**src/rtl/quad_evt_if.sv**
```systemverilog
// Step-event handshake between the quadrature position block and its consumer.
// The producer holds evt_valid/evt_dir until the consumer raises evt_ready.
interface quad_evt_if;
    logic evt_valid;
    logic evt_dir;
    logic evt_ready;

    modport master (output evt_valid, output evt_dir, input evt_ready);
    modport slave  (input evt_valid, input evt_dir, output evt_ready);
endinterface

```
**src/rtl/quad_pos_ctrl.sv**
```systemverilog
// Quadrature decoder with saturating detent position counter and a buffered
// single-entry step event that reports dropped events and illegal transitions.
module quad_pos_ctrl #(
    parameter int WIDTH   = 8,
    parameter int MAX_POS = 255
) (
    input  logic             clk,
    input  logic             rst,
    input  logic             en,
    input  logic             clr,
    input  logic             a,
    input  logic             b,
    output logic [WIDTH-1:0] pos,
    output logic             at_min,
    output logic             at_max,
    output logic             evt_ovf,
    output logic             err,
    quad_evt_if.master       evt
);

    localparam logic [WIDTH-1:0] MAX_P = WIDTH'(MAX_POS);

    logic [1:0]        cur_ab;
    logic [1:0]        prev_ab;
    logic [1:0]        idx_cur;
    logic [1:0]        idx_prev;
    logic [1:0]        diff;
    logic signed [3:0] phase;
    logic signed [3:0] delta;
    logic signed [3:0] phase_sum;
    logic signed [3:0] phase_nxt;
    logic              illegal;
    logic              step_cw;
    logic              step_ccw;
    logic              step_any;
    logic [WIDTH-1:0]  pos_nxt;
    logic              evt_valid_q;
    logic              evt_dir_q;

    function automatic logic [WIDTH-1:0] sat_step(input logic [WIDTH-1:0] p,
                                                  input logic cw);
        if (cw) return (p == MAX_P) ? p : p + WIDTH'(1);
        else    return (p == '0)    ? p : p - WIDTH'(1);
    endfunction

    // Gray sequence 00,01,11,10 mapped to 0..3 so a CW move is +1 mod 4.
    assign cur_ab   = {a, b};
    assign idx_cur  = {cur_ab[1], cur_ab[1] ^ cur_ab[0]};
    assign idx_prev = {prev_ab[1], prev_ab[1] ^ prev_ab[0]};
    assign diff     = idx_cur - idx_prev;

    always_comb begin
        delta   = 4'sd0;
        illegal = 1'b0;
        case (diff)
            2'd1:    delta   = 4'sd1;
            2'd3:    delta   = -4'sd1;
            2'd2:    illegal = 1'b1;
            default: delta   = 4'sd0;
        endcase
    end

    assign phase_sum = phase + delta;
    assign step_cw   = en && !illegal && (phase_sum == 4'sd4);
    assign step_ccw  = en && !illegal && (phase_sum == -4'sd4);
    assign step_any  = step_cw || step_ccw;

    always_comb begin
        phase_nxt = phase_sum;
        if (illegal || step_any) phase_nxt = 4'sd0;
    end

    always_comb begin
        pos_nxt = pos;
        if (clr)           pos_nxt = '0;
        else if (step_any) pos_nxt = sat_step(pos, step_cw);
    end

    always_ff @(posedge clk) begin
        prev_ab <= cur_ab;
        if (rst) begin
            pos         <= '0;
            at_min      <= 1'b1;
            at_max      <= 1'b0;
            phase       <= 4'sd0;
            evt_valid_q <= 1'b0;
            evt_dir_q   <= 1'b0;
            evt_ovf     <= 1'b0;
            err         <= 1'b0;
        end else begin
            pos    <= pos_nxt;
            at_min <= (pos_nxt == '0);
            at_max <= (pos_nxt == MAX_P);
            if (clr) begin
                phase       <= 4'sd0;
                evt_valid_q <= 1'b0;
                evt_ovf     <= 1'b0;
                err         <= 1'b0;
            end else begin
                if (en) begin
                    phase <= phase_nxt;
                    if (illegal) err <= 1'b1;
                end
                // A new step replaces the event only if the slot is free or being accepted.
                if (step_any) begin
                    if (!evt_valid_q || evt.evt_ready) begin
                        evt_valid_q <= 1'b1;
                        evt_dir_q   <= step_cw;
                    end else begin
                        evt_ovf <= 1'b1;
                    end
                end else if (evt_valid_q && evt.evt_ready) begin
                    evt_valid_q <= 1'b0;
                end
            end
        end
    end

    assign evt.evt_valid = evt_valid_q;
    assign evt.evt_dir   = evt_dir_q;

endmodule

```
**src/flat_wrapper.sv**
```systemverilog
// flat-port wrapper written by rule: the top's interface ports become plain ports
module quad_pos_ctrl_flat 
#(
    parameter int WIDTH   = 8,
    parameter int MAX_POS = 255
)
  (clk, rst, en, clr, a, b, pos, at_min, at_max, evt_ovf, err, evt_evt_valid, evt_evt_dir, evt_evt_ready);
  quad_evt_if evt_i ();
  input  logic clk;
  input  logic rst;
  input  logic en;
  input  logic clr;
  input  logic a;
  input  logic b;
  output logic [WIDTH-1:0] pos;
  output logic at_min;
  output logic at_max;
  output logic evt_ovf;
  output logic err;
  output wire logic [$bits(evt_i.evt_valid)-1:0] evt_evt_valid;
  output wire logic [$bits(evt_i.evt_dir)-1:0] evt_evt_dir;
  input wire logic [$bits(evt_i.evt_ready)-1:0] evt_evt_ready;
  assign evt_evt_valid = evt_i.evt_valid;
  assign evt_evt_dir = evt_i.evt_dir;
  assign evt_i.evt_ready = evt_evt_ready;
  quad_pos_ctrl #(.WIDTH(WIDTH), .MAX_POS(MAX_POS)) u_core (.clk(clk), .rst(rst), .en(en), .clr(clr), .a(a), .b(b), .pos(pos), .at_min(at_min), .at_max(at_max), .evt_ovf(evt_ovf), .err(err), .evt(evt_i));
endmodule
```
**config.mk**
```make
export PLATFORM = sky130hd
export DESIGN_NAME = quad_pos_ctrl_flat
export DESIGN_NICKNAME = d
export VERILOG_FILES = /design/src/rtl/quad_evt_if.sv /design/src/rtl/quad_pos_ctrl.sv /design/src/flat_wrapper.sv
export SDC_FILE = /design/constraint.sdc
export NUM_CORES = 1
export LEC_CHECK = 0
export ABC_AREA = 1
export ABC_CLOCK_PERIOD_IN_PS = 8380
export CORE_MARGIN = 2
export CORE_UTILIZATION = 49
export DETAILED_ROUTE_END_ITERATION = 8
export HOLD_SLACK_MARGIN = 0.06
export PLACE_DENSITY_LB_ADDON = 0.3
export SETUP_SLACK_MARGIN = 0.3
export SYNTH_ARGS = -nofsm -noshare
export SYNTH_HDL_FRONTEND = slang
export SYNTH_SLANG_ARGS = --single-unit
```
**constraint.sdc**
```tcl
create_clock -name clk -period 8.38 [get_ports clk]
set_input_delay 1.676 -clock clk [delete_from_list [all_inputs] [get_ports clk]]
set_output_delay 1.676 -clock clk [all_outputs]
set_load 0.005 [all_outputs]
```
Word level (Yosys, flattened, before mapping). Cells that the tools add are included.

Register bits after elaboration: 20. Output and inout port bits: 14. Word-level logic and storage cells: 53.

Add/sub/neg operators: 4. Equality and inequality tests: 8. Muxes and demuxes: 11. Bitwise logic cells: 4. Reductions and logical operators: 17.

Operator list (count): two-way mux 8 bit (5); == test 8 bit (second input constant) (2); logical NOT 8 bit (2); adder 8 x 1 -> 8 bit (second input constant) (1); case mux 4 bit (2 select lines) (1); subtractor 8 x 1 -> 8 bit (second input constant) (1); AND reduction 2 bit (3); adder 4 bit (1); == test 2 bit (second input constant) (2); == test 4 x 3 -> 1 bit (second input constant) (1); == test 4 bit (second input constant) (1); logical AND 1 bit (4); two-way mux 1 bit (4); two-way mux 4 bit (1); logical OR 1 bit (3); AND reduction 3 bit (1); == test 2 x 1 -> 1 bit (second input constant) (1); logical NOT 1 bit (2); != test 2 bit (second input constant) (1); inverter 1 bit (2); nonzero test 2 bit (1); OR reduction 2 bit (1); subtractor 2 bit (1); XOR 1 bit (2).

Logic depth before layout (Yosys ltp). Gate-level depths: netlist (run 1).

Depth after elaboration: 11. Gate-level depth with buffers: 20. Mapped depth without buffers: 19.

Worst setup path before layout (run 1). No wires, ideal clock.

Kind: input-to-reg. From: input a. To: register u_core.at_min. Arrival time: 3.809 ns. Data required time: 8.321 ns. Path slack: 4.513 ns. Stages: 18. Path buffers: 1. Cell sequence: xnor2_1 -> ha_1 -> inv_1 -> nand4_4 -> and2_1 -> ha_1 -> nor2_1 -> nand2_1 -> inv_1 -> nand4_4 -> inv_2 -> buf_6 -> nand3_1 -> nand2_1 -> nand2_1 -> nor2_1 -> nand2_1 -> nand2_1.

Cells in the longest elaborated chain, start to end: 11.

Ends and longest elaborated chain: start, declared (RTL line flat_wrapper.sv:13) `input logic a;`; XOR 1 bit (RTL line quad_pos_ctrl.sv:48) `assign idx_cur = {cur_ab[1], cur_ab[1] ^ cur_ab[0]};`; subtractor 2 bit (*) (RTL line quad_pos_ctrl.sv:50) `assign diff = idx_cur - idx_prev;`; == test 2 bit or == test 2 x 1 -> 1 bit (tied branches) (RTL line quad_pos_ctrl.sv:55) `case (diff)`; case mux 4 bit (2 select lines) or two-way mux 1 bit (tied branches) (RTL line quad_pos_ctrl.sv:55); adder 4 bit or logical NOT 1 bit (tied branches) (RTL line quad_pos_ctrl.sv:63, quad_pos_ctrl.sv:64, quad_pos_ctrl.sv:65); == test 4 bit, or another cell as far along (RTL line quad_pos_ctrl.sv:64) `assign step_cw = en && !illegal && (phase_sum == 4'sd4);`; logical AND 1 bit, on equally long branches (RTL line quad_pos_ctrl.sv:64, quad_pos_ctrl.sv:65); two-way mux 8 bit or logical OR 1 bit (tied branches) (RTL line quad_pos_ctrl.sv:42, quad_pos_ctrl.sv:66); two-way mux 8 bit (*) (RTL line quad_pos_ctrl.sv:76) `else if (step_any) pos_nxt = sat_step(pos, step_cw);`; two-way mux 8 bit (*) (RTL line quad_pos_ctrl.sv:75) `if (clr) pos_nxt = '0;`; logical NOT 8 bit (*) (RTL line quad_pos_ctrl.sv:92) `at_min <= (pos_nxt == '0);`; end signal, assigned (RTL line quad_pos_ctrl.sv:92); end, declared (RTL line quad_pos_ctrl.sv:14) `output logic at_min,`.

Mark *: on every way between the ends. The rest lies on a longest branch, timed or not. A chain may end at the register's enable or synchronous reset.

Final worst setup path (run 1). Same ends and word-level chain as after synthesis.

==> results of run 1 <==
## power by group through the flow
stage / Sequential (uW) / Combinational, uW / Clock (uW)
3_5_place_dp: 105 / 88.2 / 0
5_1_grt: 103 / 101 / 48.6
6_report: 103 / 89.7 / 44.7
3_3_place_gp: 105 / 87.6 / 0
4_1_cts: 103 / 88.8 / 45.8
2_1_floorplan: 105 / 67.6 / 0
## cell families after synthesis
family	Yosys count	share of synthesized area
AOI/OAI and AO/OA	30	0.105
buffers and inverters	38	0.101
DFF	20	0.258
xor gates and xnor gates	6	0.0338
adders and majority gates	7	0.0564
and+or+nand+nor	123	0.446
## worst paths after layout
path	depth (start not counted)	slack (ns)	endpoint	from
max	18	4.00	u_core.at_min$_SDFF_PP1_	a
min	2	0.48	u_core.phase[2]$_SDFFE_PP0P_	u_core.phase[2]$_SDFFE_PP0P_
max reg2reg	17	5.53	u_core.at_min$_SDFF_PP1_	u_core.prev_ab[1]$_DFF_P_
min reg2reg	2	0.48	u_core.phase[2]$_SDFFE_PP0P_	u_core.phase[2]$_SDFFE_PP0P_
## critical path: cells and delay by family
kind,cells,cell delay (ns)
simple gates,11,1.20
buf+inv,4,0.97
fa+ha+maj,2,0.62
xor+xnor,1,0.15
## per-layer routing
metal	part of all wire	routed length, microns	track usage
met1	0.51	1780	0.322
met2	0.41	1450	0.306
met3	0.066	233	0.0433
met4	0.011	40	0.0730
met5	0	0	0
## sequential cells by signal (all words and copies together) (netlist names)
signal / flops
u_core.pos: 8
u_core.evt_ovf: 1
u_core.evt.evt_valid: 1
u_core.at_min: 1
u_core.phase: 4
u_core.err: 1
u_core.evt.evt_dir: 1
u_core.at_max: 1
u_core.prev_ab: 2
## placed cells by master, fill, tap and decap left out, types with 3 or more instances in the layout
master	n
o21ai_0	10
dfxtp_1	20
nor2_2	3
nand2_1	32
inv_1	27
nand2_2	10
a21oi_1	16
nand3_1	24
clkdlybuf4s50_1	20
ha_1	7
nand3b_1	3
nor2_1	24
xor2_1	5
clkbuf_4	3
inv_2	6
nor3_1	4
nand3_2	12
## stage by stage
step / worst slack, ns / instances / utilization / cell area (sq um) / power [uW]
finish: 4.00 / 286 / 0.594 / 1800 / 237
global route: 3.68 / 286 / 0.594 / 1800 / 253
CTS: 4.00 / 286 / 0.594 / 1800 / 238
detailed placement: 3.70 / 283 / 0.586 / 1780 / 193
global placement: 3.77 / 283 / 0.586 / 1780 / 193
floorplan: 4.51 / 224 / - / 1550 / 172
## layout make-up
cell class              instances  area, sq um
well taps                      44         55.1
inverters                      33          124
clock buffers                   3         22.5
repair buffers                 20          200
multi-input cells             166          996
fillers                       305         1230
flip-flops and latches         20          400
==> impl_results.md, run 1 <==
- Status: finished, final reports clean
- Power Density: 132 nW/um^2
- Critical Path Most Common Cell: nand2_1
- Fmax: 228 MHz
- Drt wl/cell: 12.3 microns
- DIE HEIGHT: 60.3 microns
- Slowest-stage cell, CP: clkdlybuf4s50_1
- Initial Util: 0.513
- Clk_lat worst skew: 0.30 ns
- Final Skew: 0.00724 ns
- Vias/cell: 5.23
- Critical Path Fanout Max: 16
- Tmin final: 4.38 ns
- Period utilization: 0.522
- Slew headroom: 0.735
- EDFF count, synth: 0
- # resized after CTS: 0
- Hold Path Class: reg -> reg
- Register area share after synthesis: 0.258
- CP Cell Sequence: clkdlybuf4s50_1 -> xnor2_1 -> ha_1 -> inv_1 -> nand4_4 -> and2_1 -> ha_1 -> nor2_1 -> nand2_1 -> inv_1 -> nand4_4 -> inv_2 -> nand3_1 -> nand3_2 -> nand2_1 -> nor2_1 -> nand2_1 -> nand2_1
- Post-route ant nets: 0
- TNS Setup: 0 ns
- Core area: 3030 sq um
- Fraction of synthesized cell area taken by the top area cell type: 0.258
- Final net count: 258
- Internal power: 149 uW
- Vias in the first global route: 1379
- DR iter-0 viols: 61
- Top-count cell post-synth: nand2_1
- Num CTS Buffers: 3
- Flops & latches, synth: 20
- P&R area growth vs syn: 15.7%
- Drt pass-1 iters: 4
- Final wirelength: 3500 microns
- Synth warn: 0
- Leading area contributor after synthesis: dfxtp_1
- I/O pin count: 21
- Postcts setup bufs: 0
- Max-cap violations: 0
- Critical Path AT: 4.62 ns
- Hold Vio Cnt, Final: 0
- Crit. End Element: register
- Hpwl dp: 2770 microns
- Gr ovfl total: 0
- Placer Congestion: 0.890
- Largest net degree at the start of global routing: 17
- Final setup fails: 0
- Worst Hold Slack: 0.479 ns
- Hold buffer count at cts: 0
- Post-synth net total: 238
- Avg Cell Area, Syn: 6.94 sq um
- Root Buffer: clkbuf_4
- Post-synth top cells: nand2_1, inv_1, nand3_1, nor2_1, dfxtp_1
- Chip width: 60.3 microns
- Static Leak: 0.000756 uW
- Site Rows: 20
- CP Launch Type: input port
- Crit path kind: in -> reg
- Reg clk slew, reported paths: 0.11 ns
- Count of different cell masters after synthesis: 30
- Switching share of total power: 0.371
- DRC: 0
- CTS H-tree depth: 1
- Post-synth ARST share: 0
- Sw power: 88.0 uW
- Clock buffer depth: 2
- Comb pwr share: 0.378
- Fraction of layout cells with a size suffix above 1: 0.178
- DIE AREA: 3640 sq um
- Mapped Area: 1550 sq um
- Top area cells in the synthesized netlist: dfxtp_1, nand3_1, nand3_2
- DR vias: 1497
- RSZ-0062 raised after global routing: no
- Peak VDD IR: 0.0808 mV
- CTS tree: done
- Req. time, crit path: 8.63 ns
- Antenna violations before repair: 0
- Critical path's largest stage delay: 0.46 ns
- Fin. max-slew vios: 0
- Reg power frac: 0.434
- Worst-margin pin slew: 0.396 ns
- First-pass GRT wire length: 6050 microns
- Total track usage: 0.215
- Post-Synthesis Cells: 224
- CTS Sinks: 20
- Port bufs: 20
- Synth Flop Type: dfxtp_1
- # diodes: 0
- Clock share of power: 0.188
No activity file was read; power rests on OpenSTA's default activity.
==> run 2, diff against run 1 <==
ABC_CLOCK_PERIOD_IN_PS = 3700   (was 8380)
clock period = 3.7 ns   (was 8.38 ns; I/O delays follow)
==> impl_results.md, run 2 (same netlist as run 1, synthesis figures left out) <==
- Worst Hold Slack: 0.473 ns
- Post-route ant nets: 0
- DIE HEIGHT: 60.3 microns
- RSZ-0062 raised after global routing: no
- CTS Sinks: 20
- Comb pwr share: 0.386
- # diodes: 0
- Vias/cell: 5.01
- Slowest-stage cell, CP: clkdlybuf4s50_1
- DRC: 0
- Reg clk slew, reported paths: 0.10 ns
- Core area: 3030 sq um
- Hold Vio Cnt, Final: 0
- Critical Path AT: 3.46 ns
- Top Registers: u_core.pos (8), u_core.phase (4), u_core.prev_ab (2)
- Final Skew: 0.00533 ns
- Placer Congestion: 0.950
- Port bufs: 20
- Internal power: 344 uW
- TNS Setup: 0 ns
- DR vias: 1453
- Filler cell count: 293
- Commonest non-fill, non-tap cell in the layout: nand2_1
- CTS tree: done
- Gr ovfl total: 0
- Fraction of layout cells with a size suffix above 1: 0.199
- Switching share of total power: 0.360
- Vias in the first global route: 1263
- Antenna violations before repair: 0
- Slew headroom: 0.743
- Crit. End Element: register
- Largest net degree at the start of global routing: 17
- Power Density: 291 nW/um^2
- Num CTS Buffers: 3
- Site Rows: 20
- Reg with most FFs: u_core.pos
- Clk_lat worst skew: 0.29 ns
- Status: finished, final reports clean
- Clock share of power: 0.181
- Final wirelength: 3320 microns
- Drt wl/cell: 11.4 microns
- CP Cell Sequence: clkdlybuf4s50_1 -> xnor2_1 -> ha_2 -> inv_2 -> nand4_4 -> and2_1 -> ha_1 -> nor2_1 -> nand2_1 -> inv_1 -> nand4_4 -> inv_4 -> nand3_1 -> nand2_1 -> nand2_1 -> nor2_1 -> nand2_1 -> nand2_1
- P&R area growth vs syn: 18.8%
- I/O pin count: 21
- Req. time, crit path: 3.94 ns
- Final setup fails: 0
- Fin. max-slew vios: 0
- Critical Path Fanout Max: 16
- Peak VDD IR: 0.182 mV
- Static Leak: 0.000781 uW
- CTS H-tree depth: 1
- Crit path kind: in -> reg
- Largest register FFs: 8
- Post-layout util: 0.610
- Hold Path Class: reg -> reg
- Clock buffer depth: 2
- Fmax: 311 MHz
- DR iter-0 viols: 82
- Drt pass-1 iters: 4
- Hpwl dp: 2590 microns
- CP Launch Type: input port
- Root Buffer: clkbuf_4
- Initial Util: 0.513
- First-pass GRT wire length: 5530 microns
- Chip width: 60.3 microns
- Period utilization: 0.869
- Worst-margin pin slew: 0.385 ns
- Reg power frac: 0.433
- Final net count: 262
- Commonest non-fill, non-tap cells in the layout: nand2_1, inv_1, nor2_1, nand3_1, dfxtp_1
- Critical path's largest stage delay: 0.49 ns
- Max-cap violations: 0
- DIE AREA: 3640 sq um
- Critical Path Most Common Cell: nand2_1
- Total track usage: 0.198
- Sw power: 194 uW
- Tmin final: 3.22 ns
==> run 2: cell count changes in the layout (fill, tap and decap cells not counted), sizes merged <==
cell           change
clkdlybuf4s50      -1
buf                +4
dlymetal6s2s       +1
==> run 2: path summary, 6_finish.rpt <==
| check | startpoint | endpoint | slack [ns] | cells past startpoint |
|---|---|---|---|---|
| hold / removal | u_core.phase[2]$_SDFFE_PP0P_ | u_core.phase[2]$_SDFFE_PP0P_ | 0.47 | 2 |
| setup / recovery | b | u_core.at_min$_SDFF_PP1_ | 0.48 | 18 |
| hold reg to reg | u_core.phase[2]$_SDFFE_PP0P_ | u_core.phase[2]$_SDFFE_PP0P_ | 0.47 | 2 |
| setup reg to reg | u_core.prev_ab[1]$_DFF_P_ | u_core.at_min$_SDFF_PP1_ | 1.01 | 17 |
==> run 2: power groups by stage <==
stage | clock (uW) | sequential (uW) | combinational [uW]
after global routing | 107 | 234 | 232
after detailed placement | 0 | 238 | 200
after CTS | 101 | 233 | 201
after floorplan | 0 | 237 | 153
final | 97.2 | 233 | 207
after global placement | 0 | 238 | 200
==> run 2: per-layer routing <==
layer,vias to the layer above,GRT usage,wire length [microns]
li1,777,-,-
met1,619,0.315,1690
met5,-,0,0
met2,53,0.275,1400
met4,0,0.0667,37
met3,4,0.0173,199
==> run 2: stage by stage <==
| stage | area (sq um) | power [uW] | instances | setup WS, ns |
|---|---|---|---|---|
| after detailed placement | 1800 | 437 | 286 | 0.0622 |
| after global routing | 1850 | 573 | 290 | 0.300 |
| final | 1850 | 537 | 290 | 0.483 |
| after CTS | 1820 | 535 | 289 | 0.355 |
| after global placement | 1800 | 438 | 286 | 0.0900 |
| after floorplan | 1550 | 390 | 224 | 0.769 |
==> run 2: worst max-delay path, delay by kind of cell <==
kind | cells | cell delay, ns
simple gates | 11 | 1.11
buf+inv | 4 | 0.88
xor+xnor | 1 | 0.13
fa+ha+maj | 2 | 0.61
==> run 2: cell type report <==
| type | count | area, sq um | area share |
|---|---|---|---|
| inverter | 33 | 126 | 0.0684 |
| tap | 44 | 55.1 | 0.0298 |
| sequential | 20 | 400 | 0.217 |
| clock buffer | 3 | 22.5 | 0.0122 |
| multi-input combinational | 166 | 1010 | 0.545 |
| timing repair buffer | 24 | 236 | 0.128 |
==> run 2: repair_timing <==
action / in CTS / in global routing
endpoints found under the hold margin: 0 / 0
hold buffers: 0 / 0
setup endpoints to repair: 0 / 5
setup buffers: 0 / 1
gates resized for setup: 0 / 7
